$ cat config.mk
export PLATFORM = sky130hd
export DESIGN_NAME = mem_port_arbiter
export DESIGN_NICKNAME = d
export VERILOG_FILES = /design/src/rtl/mem_arb_pkg.sv /design/src/rtl/mem_arb_starve_ctr.sv /design/src/rtl/mem_port_arbiter.sv
export SDC_FILE = /design/constraint.sdc
export NUM_CORES = 1
export LEC_CHECK = 0
export ABC_AREA = 1
export CORE_ASPECT_RATIO = 0.5
export CORE_MARGIN = 5
export CORE_UTILIZATION = 40
export DETAILED_ROUTE_END_ITERATION = 12
export GPL_TIMING_DRIVEN = 0
export PLACE_DENSITY = 0.78
export SYNTH_ARGS = -nofsm -noshare
export SYNTH_HDL_FRONTEND = slang
export SYNTH_HIERARCHICAL = 1
export SYNTH_SLANG_ARGS = --single-unit
$ cat constraint.sdc
create_clock -name clk -period 2.4 [get_ports clk]
set_clock_uncertainty 0.15 [all_clocks]
set_input_delay 0.48 -clock clk [delete_from_list [all_inputs] [get_ports clk]]
set_output_delay 0.48 -clock clk [all_outputs]
set_load 0.005 [all_outputs]
$ cat src/rtl/mem_arb_pkg.sv
// mem_arb_pkg: shared state/grant encodings and RAM latency limits for the memory port arbiter
package mem_arb_pkg;
  typedef enum logic [1:0] {IDLE, ISSUE, WAIT, RESP} state_e;
  typedef enum logic [1:0] {GNT_NONE = 2'd0, GNT_IF = 2'd1, GNT_DM = 2'd2} gnt_e;
  localparam int RAM_LAT_MIN = 1;
  localparam int RAM_LAT_MAX = 3;
  localparam int WAIT_W = $clog2(RAM_LAT_MAX);
  function automatic int lat_clamp(input int lat);
    return lat < RAM_LAT_MIN ? RAM_LAT_MIN : lat > RAM_LAT_MAX ? RAM_LAT_MAX : lat;
  endfunction
endpackage

$ cat src/rtl/mem_arb_starve_ctr.sv
// mem_arb_starve_ctr: saturating count of data grants taken while fetch was waiting
module mem_arb_starve_ctr
  import mem_arb_pkg::*;
#(
  parameter int STARVE_MAX = 4
) (
  input  logic clk,
  input  logic rst_n,
  input  logic inc,
  input  logic clr,
  output logic at_max
);
  localparam int W = $clog2(STARVE_MAX + 1);
  logic [W-1:0] cnt_q, cnt_d;
  assign at_max = cnt_q == W'(STARVE_MAX);
  always_comb cnt_d = clr ? '0 : (inc && !at_max) ? cnt_q + 1'b1 : cnt_q;
  always_ff @(posedge clk) begin
    if (!rst_n) cnt_q <= '0;
    else cnt_q <= cnt_d;
  end
endmodule

$ cat src/rtl/mem_port_arbiter.sv
// mem_port_arbiter: shares one 64-bit RAM port between fetch and data paths,
// data first, with a starvation counter that forces fetch through
module mem_port_arbiter
  import mem_arb_pkg::*;
#(
  parameter int ADDR_W     = 16,
  parameter int RAM_LAT    = 1,
  parameter int STARVE_MAX = 4
) (
  input  logic              clk,
  input  logic              rst_n,
  input  logic              if_req,
  input  logic [ADDR_W-1:0] if_addr,
  output logic              if_ack,
  output logic [31:0]       if_rdata,
  input  logic              dm_req,
  input  logic              dm_we,
  input  logic [ADDR_W-1:0] dm_addr,
  input  logic [63:0]       dm_wdata,
  output logic              dm_ack,
  output logic              dm_err,
  output logic [63:0]       dm_rdata,
  output logic              ram_en,
  output logic              ram_we,
  output logic [ADDR_W-4:0] ram_addr,
  output logic [63:0]       ram_wdata,
  input  logic [63:0]       ram_rdata,
  output logic              busy
);
  localparam int LAT = lat_clamp(RAM_LAT);
  state_e            state_q, state_d;
  gnt_e              gnt_q, gnt_d;
  logic [ADDR_W-1:2] addr_q, addr_d;
  logic              we_q, we_d, err_q, err_d;
  logic [63:0]       wdata_q, wdata_d, dm_rdata_q, dm_rdata_d;
  logic [31:0]       if_rdata_q, if_rdata_d;
  logic [WAIT_W-1:0] wait_q, wait_d;
  logic              ram_en_q, ram_en_d, ram_we_q, ram_we_d;
  logic              if_ack_q, if_ack_d, dm_ack_q, dm_ack_d, dm_err_q, dm_err_d, busy_q, busy_d;
  logic              st_inc, st_clr, st_at_max;
  logic              unused_if_lo;

  assign unused_if_lo = ^if_addr[1:0];

  mem_arb_starve_ctr #(.STARVE_MAX(STARVE_MAX)) u_starve (
    .clk    (clk),
    .rst_n  (rst_n),
    .inc    (st_inc),
    .clr    (st_clr),
    .at_max (st_at_max)
  );

  always_comb begin
    state_d = state_q;
    gnt_d = gnt_q;
    addr_d = addr_q;
    we_d = we_q;
    wdata_d = wdata_q;
    err_d = err_q;
    wait_d = wait_q;
    if_rdata_d = if_rdata_q;
    dm_rdata_d = dm_rdata_q;
    st_inc = 1'b0;
    st_clr = 1'b0;
    case (state_q)
      IDLE: begin
        st_clr = !if_req;
        if (dm_req && !st_at_max) begin
          gnt_d = GNT_DM;
          addr_d = dm_addr[ADDR_W-1:2];
          we_d = dm_we;
          wdata_d = dm_wdata;
          err_d = |dm_addr[2:0];
          st_inc = if_req;
          state_d = err_d ? RESP : ISSUE;
        end else if (if_req) begin
          gnt_d = GNT_IF;
          addr_d = if_addr[ADDR_W-1:2];
          we_d = 1'b0;
          err_d = 1'b0;
          st_clr = 1'b1;
          state_d = ISSUE;
        end
      end
      ISSUE: begin
        wait_d = WAIT_W'(LAT - 1);
        state_d = we_q ? RESP : WAIT;
      end
      WAIT: begin
        wait_d = wait_q - 1'b1;
        if (wait_q == '0) begin
          state_d = RESP;
          if (gnt_q == GNT_IF) if_rdata_d = addr_q[2] ? ram_rdata[63:32] : ram_rdata[31:0];
          else dm_rdata_d = ram_rdata;
        end
      end
      default: state_d = IDLE;
    endcase
    // every output is decided on the transition so it appears registered in the new state
    ram_en_d = state_d == ISSUE;
    ram_we_d = (state_d == ISSUE) && we_d;
    if_ack_d = (state_d == RESP) && (gnt_d == GNT_IF);
    dm_ack_d = (state_d == RESP) && (gnt_d == GNT_DM);
    dm_err_d = (state_d == RESP) && (gnt_d == GNT_DM) && err_d;
    busy_d = state_d != IDLE;
  end

  always_ff @(posedge clk) begin
    if (!rst_n) begin
      state_q <= IDLE;
      gnt_q <= GNT_NONE;
      addr_q <= '0;
      we_q <= 1'b0;
      wdata_q <= '0;
      err_q <= 1'b0;
      wait_q <= '0;
      if_rdata_q <= '0;
      dm_rdata_q <= '0;
      ram_en_q <= 1'b0;
      ram_we_q <= 1'b0;
      if_ack_q <= 1'b0;
      dm_ack_q <= 1'b0;
      dm_err_q <= 1'b0;
      busy_q <= 1'b0;
    end else begin
      state_q <= state_d;
      gnt_q <= gnt_d;
      addr_q <= addr_d;
      we_q <= we_d;
      wdata_q <= wdata_d;
      err_q <= err_d;
      wait_q <= wait_d;
      if_rdata_q <= if_rdata_d;
      dm_rdata_q <= dm_rdata_d;
      ram_en_q <= ram_en_d;
      ram_we_q <= ram_we_d;
      if_ack_q <= if_ack_d;
      dm_ack_q <= dm_ack_d;
      dm_err_q <= dm_err_d;
      busy_q <= busy_d;
    end
  end

  assign if_ack = if_ack_q;
  assign if_rdata = if_rdata_q;
  assign dm_ack = dm_ack_q;
  assign dm_err = dm_err_q;
  assign dm_rdata = dm_rdata_q;
  assign ram_en = ram_en_q;
  assign ram_we = ram_we_q;
  assign ram_addr = addr_q[ADDR_W-1:3];
  assign ram_wdata = wdata_q;
  assign busy = busy_q;
endmodule
==> flow_results.org <==
** Setup path
- Worst-path fanout max :: 10
- Data on the critical path is required at its endpoint by between 2000 and 3000 ps.
- Type of the worst setup path :: flop to flop
- Setup crit start kind :: flop
- Counting cells, the worst reg-to-reg path comes to 13.
- Cell type of the slowest stage on the worst timing path :: sky130_fd_sc_hd__dfxtp_1
- Data arrives at the worst endpoint at 2280 ps.
- Crit path largest cell delay :: about 370 ps
- Walking the worst path, the cells encountered are inv_1, ha_1, nand2_2, inv_1, inv_2, nand2_2, buf_2, nor2_1, nand2_1, inv_1, nand2_1, nand2_1, nor2_1.
- Critical register-to-register path startpoint :: u_starve/cnt_q[0]
- Category of the worst setup path capture point :: flop
- For flop-to-flop paths, the worst setup slack is 290 ps.
- Capture point of the worst reg-to-reg path :: u_starve/cnt_q[2]

** Worst hold path
- Cells on Worst Hold Path :: 3
- Class of the worst hold path :: primary input to flop
- Worst min-delay path endpoint :: addr_q[4]
- Hold path start :: dm_req

** Route
- In this run the remaining antenna-violating nets after routing total 0.
- The first detailed-routing pass took 5 iterations.
- Routed via count divided by cell count :: 4.88
- After detailed routing, the number of remaining DRC violations is 0.
- Total Routed Length :: 25500 um
- Drt first-iter violations :: 392
- Via count :: 7732
- After detailed routing, the average wire length per cell comes to about 16 um.

** Power and ir drop
- Dividing total power by cell area gives a power density of just over 1000 mW/mm^2.
- For this design the static power due to leakage is 4.71 nW.
- After layout, the design draws a total of 12.0 mW.
- The worst-case IR drop observed on VDD is about 0.00053 V.

** Floorplan
- Pin placement for this block handled 344 I/O pins.
- The die is approximately 200 um wide.
- The die covers ~0.022 sq mm.
- Chip Height :: 106 um
- Number of placement rows :: 35
- Initial Util :: 40.5%
- After floorplanning, the core was sized to cover 0.0183 sq mm.

** Yosys
- Synthesis produced a netlist whose cell count is 973.
- Count of unique library cells instantiated by Yosys :: 26
- Sequential area share after synthesis :: about half
- For this run, the number of Yosys warnings is 6.
- Of all flip-flops after synthesis, the portion carrying an async set or reset was 0%.
- Post-Syn Nets :: 1145
- Each instance of the synthesized netlist takes up on average 7.62 sq um.
- Post-synthesis cell area :: 0.00742 sq mm
- The most common cell in the synthesized netlist is sky130_fd_sc_hd__nand2_1.
- Main flop type after synthesis :: sky130_fd_sc_hd__dfxtp_1
- Area leader, netlist :: sky130_fd_sc_hd__dfxtp_1
- Count of flip-flops with a built-in enable after synthesis :: 0
- Sorting the synthesized cells by area gives the leading types as sky130_fd_sc_hd__dfxtp_1 52%, sky130_fd_sc_hd__nand2_1 10%, sky130_fd_sc_hd__o21ai_0 9.4%.
- Leading cell types by count after synthesis :: 203 x sky130_fd_sc_hd__nand2_1, 191 x sky130_fd_sc_hd__dfxtp_1, 144 x sky130_fd_sc_hd__nor2_1
- Of the post-synthesis cell area, the dominant cell type holds 51.6%.
- Synthesis inferred approximately 190 register bits.

** Run status
- Outcome :: finished clean

** Clock tree
- Maximum clock insertion buffer count :: 2
- TritonCTS built the clock tree.
- Counting the buffers created by CTS gives 17.
- Number of hold buffers added after CTS :: 0
- In this run, post-CTS repair resized a total of 0 instances.
- The later pin in the worst-skew pair is clocked with a latency of between 400 and 500 ps.
- The tree built by TritonCTS fans out to 191 sinks.
- # Post-CTS Setup Buffers :: 0
- Number of levels the H-tree was split into :: 4
- Clock tree synthesis selected as its root buffer the cell sky130_fd_sc_hd__clkbuf_16.
- Clock-pin slew was measured on the worst setup and hold paths at 70 ps.

** Final layout
- Growth of design area from synthesis to finish :: 58.0%
- Final core utilization :: ~64%
- Final-stage net count :: around 1500
- The finished cells cover 0.0117 sq mm.
- The post-route netlist has under 10% of its cells at a drive strength greater than 1.
- The repair_antennas step left the layout with diodes totalling 0.

** Placed design
- OpenSTA, run right after detailed placement, puts the worst setup slack at 79.0 ps.
- In this run the cell area measured after placement is about 0.011 sq mm.
- PortBufs :: 340
- Global placer's final weighted congestion :: 0.821
- Post-detailed-placement half-perimeter wirelength :: 19800 um

** STA
- Number of slew-limit violations in the final report :: 0
- Final worst path period share :: 88.0%
- Worst Slack Setup Final :: 288 ps
- Maximum clock rate :: 474 MHz
- For the pin with the worst max-slew slack, the measured transition is 539 ps.
- RSZ-0062 raised after global routing :: false
- Total Negative Setup Slacks :: 0 ps
- The worst pin sits at a relative slew slack of 64.1%.
- The hold violation count in the final report is 0.
- Post-layout minimum cycle time :: 2110 ps
- Total setup violations reported at the end of the flow :: 0

** Job
- Max-cap violations in this run came to 0.

** GRT
- Wire length of the first global-routing pass :: roughly 40000 um
- Number of global-route vias before repair :: 7611
- The number of antenna violations at the first check in global routing was 0.
- After global routing the overflow that remains totals 0.
- Entering global routing, the biggest net connects 17 pins.
- For this run, the total global-route usage over all layers was measured as a little under a quarter.
## state kept, by name (all words and copies together), names as in the netlist, 2 cells and up
| signal | flops |
|---|---|
| if_rdata | 32 |
| dm_rdata | 64 |
| state_q | 2 |
| addr_q | 14 |
| wait_q | 2 |
| u_starve/cnt_q | 3 |
| gnt_q | 2 |
| ram_wdata | 64 |
## layout make-up
class / instances / area (sq um)
plain buffers: 78 / 464
clock buffers: 20 / 447
clock inverters: 11 / 155
fillers: 1577 / 6580
inverters: 58 / 218
multi-input cells: 646 / 2910
flip-flops and latches: 191 / 3820
well taps: 240 / 300
repair buffers: 340 / 3400
## worst max-delay path, delay by kind of cell, from the launching register on
kind                       cells  cell delay, ps
and+or+nand+nor                7             760
buffers and inverters          5             530
DFF                            1             370
adders and majority gates      1             220
## power by group
part | switching [mW] | internal (mW) | total (mW)
registers | 0.421 | 4.01 | 4.43
clock network | 1.24 | 1.68 | 2.91
logic | 2.21 | 2.43 | 4.65
## per-stage QoR
step                instances  hold slack, ps
CTS                      1584             225
global placement         1553             300
detailed placement       1553             304
finish                   1584             253
floorplan                 973             290
global route             1584             270
## metal layers
layer | global-route usage, % | up-vias | wire length (um)
met4 | 7.02 | 0 | 554
li1 | - | 3838 | -
met5 | 0 | - | 0
met3 | 6.61 | 41 | 1840
met1 | 27.9 | 3591 | 10700
met2 | 40.0 | 262 | 12500
## how the worst max path moves through the flow
stage,slack [ps],endpoint,cells past startpoint,start
2_1_floorplan,560,u_starve/cnt_q[2],13,u_starve/cnt_q[0]
3_3_place_gp,120,dm_rdata[24],5,rst_n
3_5_place_dp,80,dm_rdata[26],5,rst_n
4_1_cts,280,u_starve/cnt_q[2],13,u_starve/cnt_q[0]
5_1_grt,50,u_starve/cnt_q[2],13,u_starve/cnt_q[0]
6_report,290,u_starve/cnt_q[2],13,u_starve/cnt_q[0]
## cells by family (layout without fill, tap and decap cells)
family	after synthesis	in the layout	synth area share [%]
DFF	191	191	51.6
and+or+nand+nor	377	377	20.1
AOI/OAI and AO/OA	262	262	17.9
buffers and inverters	136	507	9.19
adders and majority gates	7	7	1.18
## cell usage in the layout (no fill, tap or decap), types with 2 or more instances in the layout
cell type / n
sky130_fd_sc_hd__clkdlybuf4s50_1: 340
sky130_fd_sc_hd__nand2_1: 203
sky130_fd_sc_hd__dfxtp_1: 191
sky130_fd_sc_hd__nor2_1: 144
sky130_fd_sc_hd__o21ai_0: 140
sky130_fd_sc_hd__a21oi_1: 102
sky130_fd_sc_hd__inv_1: 51
sky130_fd_sc_hd__clkbuf_1: 28
sky130_fd_sc_hd__buf_2: 21
sky130_fd_sc_hd__nand3_1: 18
sky130_fd_sc_hd__clkbuf_16: 17
sky130_fd_sc_hd__buf_4: 16
sky130_fd_sc_hd__a31oi_1: 14
sky130_fd_sc_hd__buf_6: 11
sky130_fd_sc_hd__inv_2: 7
sky130_fd_sc_hd__ha_1: 7
sky130_fd_sc_hd__o21ai_1: 5
sky130_fd_sc_hd__nand2_2: 4
sky130_fd_sc_hd__clkinv_4: 3
sky130_fd_sc_hd__bufinv_16: 3
sky130_fd_sc_hd__inv_6: 3
sky130_fd_sc_hd__nand3_2: 2
sky130_fd_sc_hd__buf_1: 2
sky130_fd_sc_hd__clkbuf_2: 2
No activity file was read; power rests on OpenSTA's default activity.
